### src/rtl/cnt_readout_pkg.sv
// Shared definitions for the counter readout block: word width, FSM state
// encodings, header field layout and the drop counter ceiling.
package cnt_readout_pkg;

    localparam int WORD_W = 16;

    // FSM state encodings kept as plain constants so older tools that lack
    // enum support can still read the state register.
    typedef logic [1:0] state_t;
    localparam state_t ST_IDLE = 2'd0;
    localparam state_t ST_HDR  = 2'd1;
    localparam state_t ST_DATA = 2'd2;

    // Header word layout: drop count in the upper byte, counter count below.
    localparam int HDR_DROP_MSB = 15;
    localparam int HDR_DROP_LSB = 8;
    localparam int HDR_CNT_MSB  = 7;
    localparam int HDR_CNT_LSB  = 0;

    localparam logic [7:0] DROP_MAX = 8'd255;

    // Assemble the frame header from the drop count and the number of counters.
    function automatic logic [WORD_W-1:0] make_header(input logic [7:0] drop,
                                                      input logic [7:0] ncnt);
        logic [WORD_W-1:0] h;
        h = '0;
        h[HDR_DROP_MSB:HDR_DROP_LSB] = drop;
        h[HDR_CNT_MSB:HDR_CNT_LSB]   = ncnt;
        return h;
    endfunction

endpackage

### src/rtl/sat_cnt8.sv
// 8-bit saturating counter. Clear wins over increment, but an increment in
// the same cycle as a clear is not lost: the count restarts at 1.
import cnt_readout_pkg::*;

module sat_cnt8 (
    input  logic       clk,
    input  logic       rst_n,
    input  logic       inc,
    input  logic       clr,
    output logic [7:0] q
);

    // Count events, holding at the ceiling; a clear restarts the count.
    always_ff @(posedge clk or negedge rst_n) begin
        if (!rst_n) begin
            q <= 8'd0;
        end else if (clr) begin
            q <= inc ? 8'd1 : 8'd0;
        end else if (inc && (q != DROP_MAX)) begin
            q <= q + 8'd1;
        end
    end

endmodule

### src/rtl/cnt_readout.sv
// Counter bank readout: on a snapshot request the whole bank is captured into
// a shadow register in one edge, then streamed as a header word followed by
// 16-bit data words over a valid/ready link. Snapshot requests that arrive
// while a frame is in flight are counted as drops and reported in the next
// header.
import cnt_readout_pkg::*;

module cnt_readout #(
    parameter int NCNT = 4,
    parameter int N    = 32
) (
    input  logic                clk_i,
    input  logic                rst_n_i,
    input  logic [NCNT*N-1:0]   cnt_i,
    input  logic                snap_i,
    input  logic                clr_on_rd_i,
    output logic [NCNT-1:0]     clr_o,
    output logic                busy_o,
    output logic [WORD_W-1:0]   data_o,
    output logic                valid_o,
    input  logic                ready_i,
    output logic                last_o
);

    // Flattened counter layout means data word k is simply bits
    // [k*16+15 : k*16] of the shadow: counter 0 first, low half first.
    localparam int WPC    = N / WORD_W;
    localparam int NWORDS = NCNT * WPC;
    localparam int IDX_W  = (NWORDS > 1) ? $clog2(NWORDS) : 1;
    localparam logic [IDX_W-1:0] LAST_IDX = IDX_W'(NWORDS - 1);
    localparam logic [7:0] NCNT_B = 8'(NCNT);

    state_t                state;
    logic [NCNT*N-1:0]     shadow;
    logic [IDX_W-1:0]      idx;
    logic [7:0]            drop_cnt;

    logic                  accept;
    logic                  drop_inc;
    logic                  drop_clr;
    logic [IDX_W-1:0]      next_idx;
    logic [WORD_W-1:0]     next_word;
    logic                  next_last;

    assign accept   = valid_o & ready_i;
    assign drop_inc = snap_i & (state != ST_IDLE);
    assign drop_clr = (state == ST_HDR) & accept;

    // Counts snapshot requests that could not be honoured; cleared once the
    // header carrying the count has been delivered.
    sat_cnt8 u_drop_cnt (
        .clk   (clk_i),
        .rst_n (rst_n_i),
        .inc   (drop_inc),
        .clr   (drop_clr),
        .q     (drop_cnt)
    );

    // Clear strobes follow the accepted snapshot combinationally so the
    // counters clear on the very edge the shadow captures them.
    always_comb begin
        clr_o = '0;
        if (rst_n_i && (state == ST_IDLE) && snap_i && clr_on_rd_i) begin
            clr_o = {NCNT{1'b1}};
        end
    end

    // Index of the word to present after the current one is accepted:
    // the first data word when leaving the header, otherwise the next one.
    always_comb begin
        next_idx = '0;
        if (state == ST_DATA) begin
            next_idx = idx + 1'b1;
        end
    end

    // Word-select mux over the shadow register.
    always_comb begin
        next_word = '0;
        for (int k = 0; k < NWORDS; k++) begin
            if (next_idx == IDX_W'(k)) begin
                next_word = shadow[k*WORD_W +: WORD_W];
            end
        end
    end

    assign next_last = (next_idx == LAST_IDX);

    // Frame sequencer: capture, header, data words, back to idle. Outputs
    // only change on an accept, which keeps data_o/last_o stable under
    // backpressure.
    always_ff @(posedge clk_i or negedge rst_n_i) begin
        if (!rst_n_i) begin
            state   <= ST_IDLE;
            shadow  <= '0;
            idx     <= '0;
            valid_o <= 1'b0;
            last_o  <= 1'b0;
            busy_o  <= 1'b0;
            data_o  <= '0;
        end else begin
            case (state)
                ST_IDLE: begin
                    if (snap_i) begin
                        shadow  <= cnt_i;
                        state   <= ST_HDR;
                        valid_o <= 1'b1;
                        busy_o  <= 1'b1;
                        last_o  <= 1'b0;
                        data_o  <= make_header(drop_cnt, NCNT_B);
                    end
                end
                ST_HDR: begin
                    if (accept) begin
                        state  <= ST_DATA;
                        idx    <= next_idx;
                        data_o <= next_word;
                        last_o <= next_last;
                    end
                end
                ST_DATA: begin
                    if (accept) begin
                        if (last_o) begin
                            state   <= ST_IDLE;
                            valid_o <= 1'b0;
                            last_o  <= 1'b0;
                            busy_o  <= 1'b0;
                        end else begin
                            idx    <= next_idx;
                            data_o <= next_word;
                            last_o <= next_last;
                        end
                    end
                end
                default: begin
                    state   <= ST_IDLE;
                    valid_o <= 1'b0;
                    last_o  <= 1'b0;
                    busy_o  <= 1'b0;
                end
            endcase
        end
    end

endmodule

### config.mk
export PLATFORM = sky130hd
export DESIGN_NAME = cnt_readout
export DESIGN_NICKNAME = d
export VERILOG_FILES = /design/src/rtl/cnt_readout_pkg.sv /design/src/rtl/sat_cnt8.sv /design/src/rtl/cnt_readout.sv
export SDC_FILE = /design/constraint.sdc
export NUM_CORES = 1
export LEC_CHECK = 0
export ABC_AREA = 0
export BUFFER_PORTS_ARGS = -buffer_cell sky130_fd_sc_hd__clkbuf_2
export CORE_UTILIZATION = 55
export CTS_CLUSTER_DIAMETER = 200
export CTS_CLUSTER_SIZE = 10
export DETAILED_ROUTE_END_ITERATION = 8
export PLACE_DENSITY = 0.91
export SETUP_SLACK_MARGIN = 0.5
export SYNTH_ARGS = -nofsm -noshare
export SYNTH_HDL_FRONTEND = slang
export SYNTH_SLANG_ARGS = --single-unit
### constraint.sdc
create_clock -name clk_i -period 2.5 [get_ports clk_i]
set_input_delay 0.125 -clock clk_i [delete_from_list [all_inputs] [get_ports clk_i]]
set_output_delay 0.125 -clock clk_i [all_outputs]
set_load 0.03 [all_outputs]
==> key figures <==
Clock tree
  • # H-tree levels: 4
  • Reg clk slew, reported paths: 0.07 ns
  • # clock sinks: 159
  • Worst skew pair latency: 0.44 ns
  • Root buf cell: clkbuf_16
  • Longest Clk Path Bufs: 2
  • CTS tree: built
  • Num CTS Buffers: 17

Floorplan
  • Initial core utilization: 56.62%
  • # rows: 42
  • IO Count: 156
  • Core footprint: 13300 µm²
  • Die width: 119.0 µm
  • Die Area: 14160 µm²
  • Die height: 119.0 µm

Critical path
  • Critical path's slowest cell: dfrtp_1
  • Worst Path Max Fanout: 10
  • Reg2reg setup slack: 0.28 ns
  • Critical path class: reg -> reg
  • CP dominant cell by count: a221o_1
  • Worst Setup EP: data_o[14]
  • CP Data Required Time: 2.87 ns
  • R2r startpoint: state[0]
  • Sequence of cells on the critical path: inv_2, ha_4, nor3b_4, buf_6, nand2_2, a221o_1, nand4_1, a221o_1
  • Crit path launch type: register
  • Reg2reg end: data_o[14]
  • Worst path max stage delay: 0.43 ns
  • Reg2reg path depth: 8
  • Worst EP arrival: 2.59 ns
  • Endpoint class of the critical path: register
  • CP Launch Point: state[0]

Synth
  • Most frequent cell after synthesis: dfrtp_1
  • Dominant synthesized flop cell: dfrtp_1
  • Largest family of logic cells by synthesized area: multiplexers
  • Post-synthesis mux area share: 20.25%
  • Count of different cell masters after synthesis: 50
  • Synth Area in Adders: 0.9973%
  • Synth Register Bits: 159
  • Post-synth net total: 782
  • Synth Area in Simple Gates: 8.394%
  • Synth top area share: 52.86%
  • Post-Synthesis Cells: 643
  • Ys Warns: 0
  • Sequential area share after synthesis: 52.86%
  • Synth Area in Compound Gates: 13.31%
  • Syn avg cell area: 11.71 µm²
  • Async set or reset register ratio after synthesis: 100.0%
  • Area share of xor/xnor cells in the synthesized design: 0.9309%
  • Synth area leaders: dfrtp_1 (53%), mux2_2 (19%), nand2_1 (2.8%)
  • Area leader, netlist: dfrtp_1
  • Cell Area, Synth: 7527 µm²
  • Top cells by count, synth: dfrtp_1 (159), mux2_2 (130), nand2_1 (57)
  • EDFF count, synth: 0

Cells and area
  • Post-layout util: 81.26%
  • Area grow syn2layout: 43.53%
  • Fillers: 674
  • Non-filler cells, final: 1127
  • Layout cells sized above 1: 40.67%
  • Fin nets: 1075

Global routing
  • Tot GR Track Use: 36.86%
  • Global route total overflow: 0
  • Vias in the first global route: 7362
  • Global-route wire length before repair: 39080 µm
  • Largest net degree at the start of global routing: 160
  • Antenna violations before repair: 1

Flow run
  • Max_cap viols: 0

Placed design
  • Final estimated routing congestion in global placement: 0.9000
  • Port Buffers: 155
  • Post-DP HPWL: 13890 µm
  • Worst slack, placed: 0.2319 ns
  • Placed insts: 950

Timing
  • Final worst slack: 0.2780 ns
  • Final Hold Vio Count: 0
  • Final setup fails: 0
  • Worst Max-Slew Pin Slew: 0.8624 ns
  • Max Fclk: 450.1 MHz
  • Final TNS setup: 0 ns
  • Worst slew margin: 42.51%
  • Pins Over Slew Limit: 0
  • Final Cycle Share: 88.88%
  • Final hold slack: 0.1421 ns
  • Tmin final: 2.222 ns
  • Setup Skew: 0.01259 ns
  • RSZ-0062 raised after global routing: yes

Routing
  • WL/cell: 24.64 µm
  • Routed wl met3: 2706 µm
  • Vias: 7297
  • Post-route ant nets: 0
  • DR DRC count: 0
  • Routed met2 length: 13360 µm
  • Final WL: 27770 µm
  • Metal1 wirelength: 9552 µm
  • DR vias/cell: 6.475
  • First drt pass iteration count: 9
  • Starting DRT DRC Count: 903
  • Uppermost layer routed: met4

Pwr
  • Sequential cell fraction of total power: 47.7%
  • Pleak: 5.369 nW
  • Switching power total: 1.447 mW
  • Sw frac: 25.64%
  • Worst vdd ir: 0.0006480 V
  • Int Pwr: 4.197 mW
  • Pwr per Cell Area: 522.4 nW/µm²
  • Logic pwr share: 8.0%
  • Clock group share of total power: 44.3%

Min path
  • Hold Path Stages: 3
  • Hold/Removal Path Class: in -> reg

Run status
  • Run status: finished clean
placed cells by master, fill, tap and decap left out, types with 4 or more instances in the layout:
master and instances:
dfrtp_1 157, a311o_1 4, a31oi_1 6, o211ai_1 7
a21boi_0 5, mux2i_1 6, a221o_1 17, a21o_1 5
o31ai_1 4, o21ai_1 7, clkbuf_16 19, buf_6 8
nand2b_1 5, mux2_2 130, a21oi_1 17, a211oi_1 10
clkbuf_2 151, xor2_1 4, nand3_1 15, nand2_1 53
o21ai_0 31, dlygate4sd3_1 129, nor2_2 4, o22ai_1 6
nand4_1 9, buf_4 21, inv_1 4, nor2_1 29
clkinvlp_4 4, buf_12 5, o221ai_1 8
power by group through the flow:
stage,clock (mW),combinational (mW),sequential (mW)
3_5_place_dp,0,0.265,2.73
5_1_grt,2.59,0.491,2.70
3_3_place_gp,0,0.260,2.73
4_1_cts,2.45,0.429,2.68
6_report,2.50,0.454,2.69
2_1_floorplan,0,0.0833,2.72
worst max-delay path, delay by kind of cell, from the launching register on:
kind | cells | cell delay (ns)
adder cells (fa/ha/maj) | 1 | 0.27
buffers and inverters | 2 | 0.32
flip-flops | 1 | 0.43
AND/OR/NAND/NOR | 3 | 0.59
AO/OA/AOI/OAI | 2 | 0.54
metal layers:
| layer | global-route usage, % | vias up |
|---|---|---|
| li1 | - | 2954 |
| met1 | 42.29 | 3465 |
| met2 | 61.99 | 659 |
| met3 | 8.812 | 219 |
| met4 | 23.10 | 0 |
| met5 | 0 | - |
cells by family after synthesis:
| family | count (synthesis) |
|---|---|
| xor gates and xnor gates | 8 |
| adders and majority gates | 6 |
| AOI/OAI and AO/OA | 144 |
| muxes | 136 |
| buffers and inverters | 51 |
| DFF | 159 |
| and+or+nand+nor | 139 |
registers in the layout, indices dropped and copies added (netlist names):
signal and count:
idx 3, u_drop_cnt.q 8, shadow 128, state 2, data_o 16, last_o 1, valid_o 1
metrics by stage:
step	cell area (µm²)	total power [mW]
after floorplan	7543	2.800
after global placement	8542	2.989
after detailed placement	8542	2.994
after CTS	10510	5.559
after global routing	10800	5.783
final	10800	5.645
final cells by class:
| type | count | area [µm²] | share of cell area (%) |
|---|---|---|---|
| repair buffers | 318 | 2487 | 23.02 |
| inverters | 7 | 26.28 | 0.2432 |
| well taps | 176 | 220.2 | 2.038 |
| multi-input cells | 433 | 3535 | 32.72 |
| flip-flops and latches | 159 | 3981 | 36.85 |
| diodes | 2 | 5.005 | 0.04632 |
| clock buffers | 19 | 442.9 | 4.100 |
| clock inverters | 13 | 106.4 | 0.9844 |
how the worst min path moves through the flow:
stage	to	start
floorplan	data_o[0]	rst_n_i
global placement	shadow[71]	cnt_i[71]
detailed placement	shadow[70]	cnt_i[70]
CTS	state[0]	snap_i
global route	state[0]	snap_i
finish	state[0]	snap_i
timing repair:
| action | CTS | global route |
|---|---|---|
| cloned | 1 | 2 |
| endpoints found under the hold margin | 287 | 0 |
| hold buffers | 129 | 0 |
| gates resized for setup | 25 | 44 |
| pin swaps | 2 | 19 |
| setup buffers | 3 | 8 |
| setup endpoints to repair | 22 | 22 |
Power figures use the tool's default switching activity.
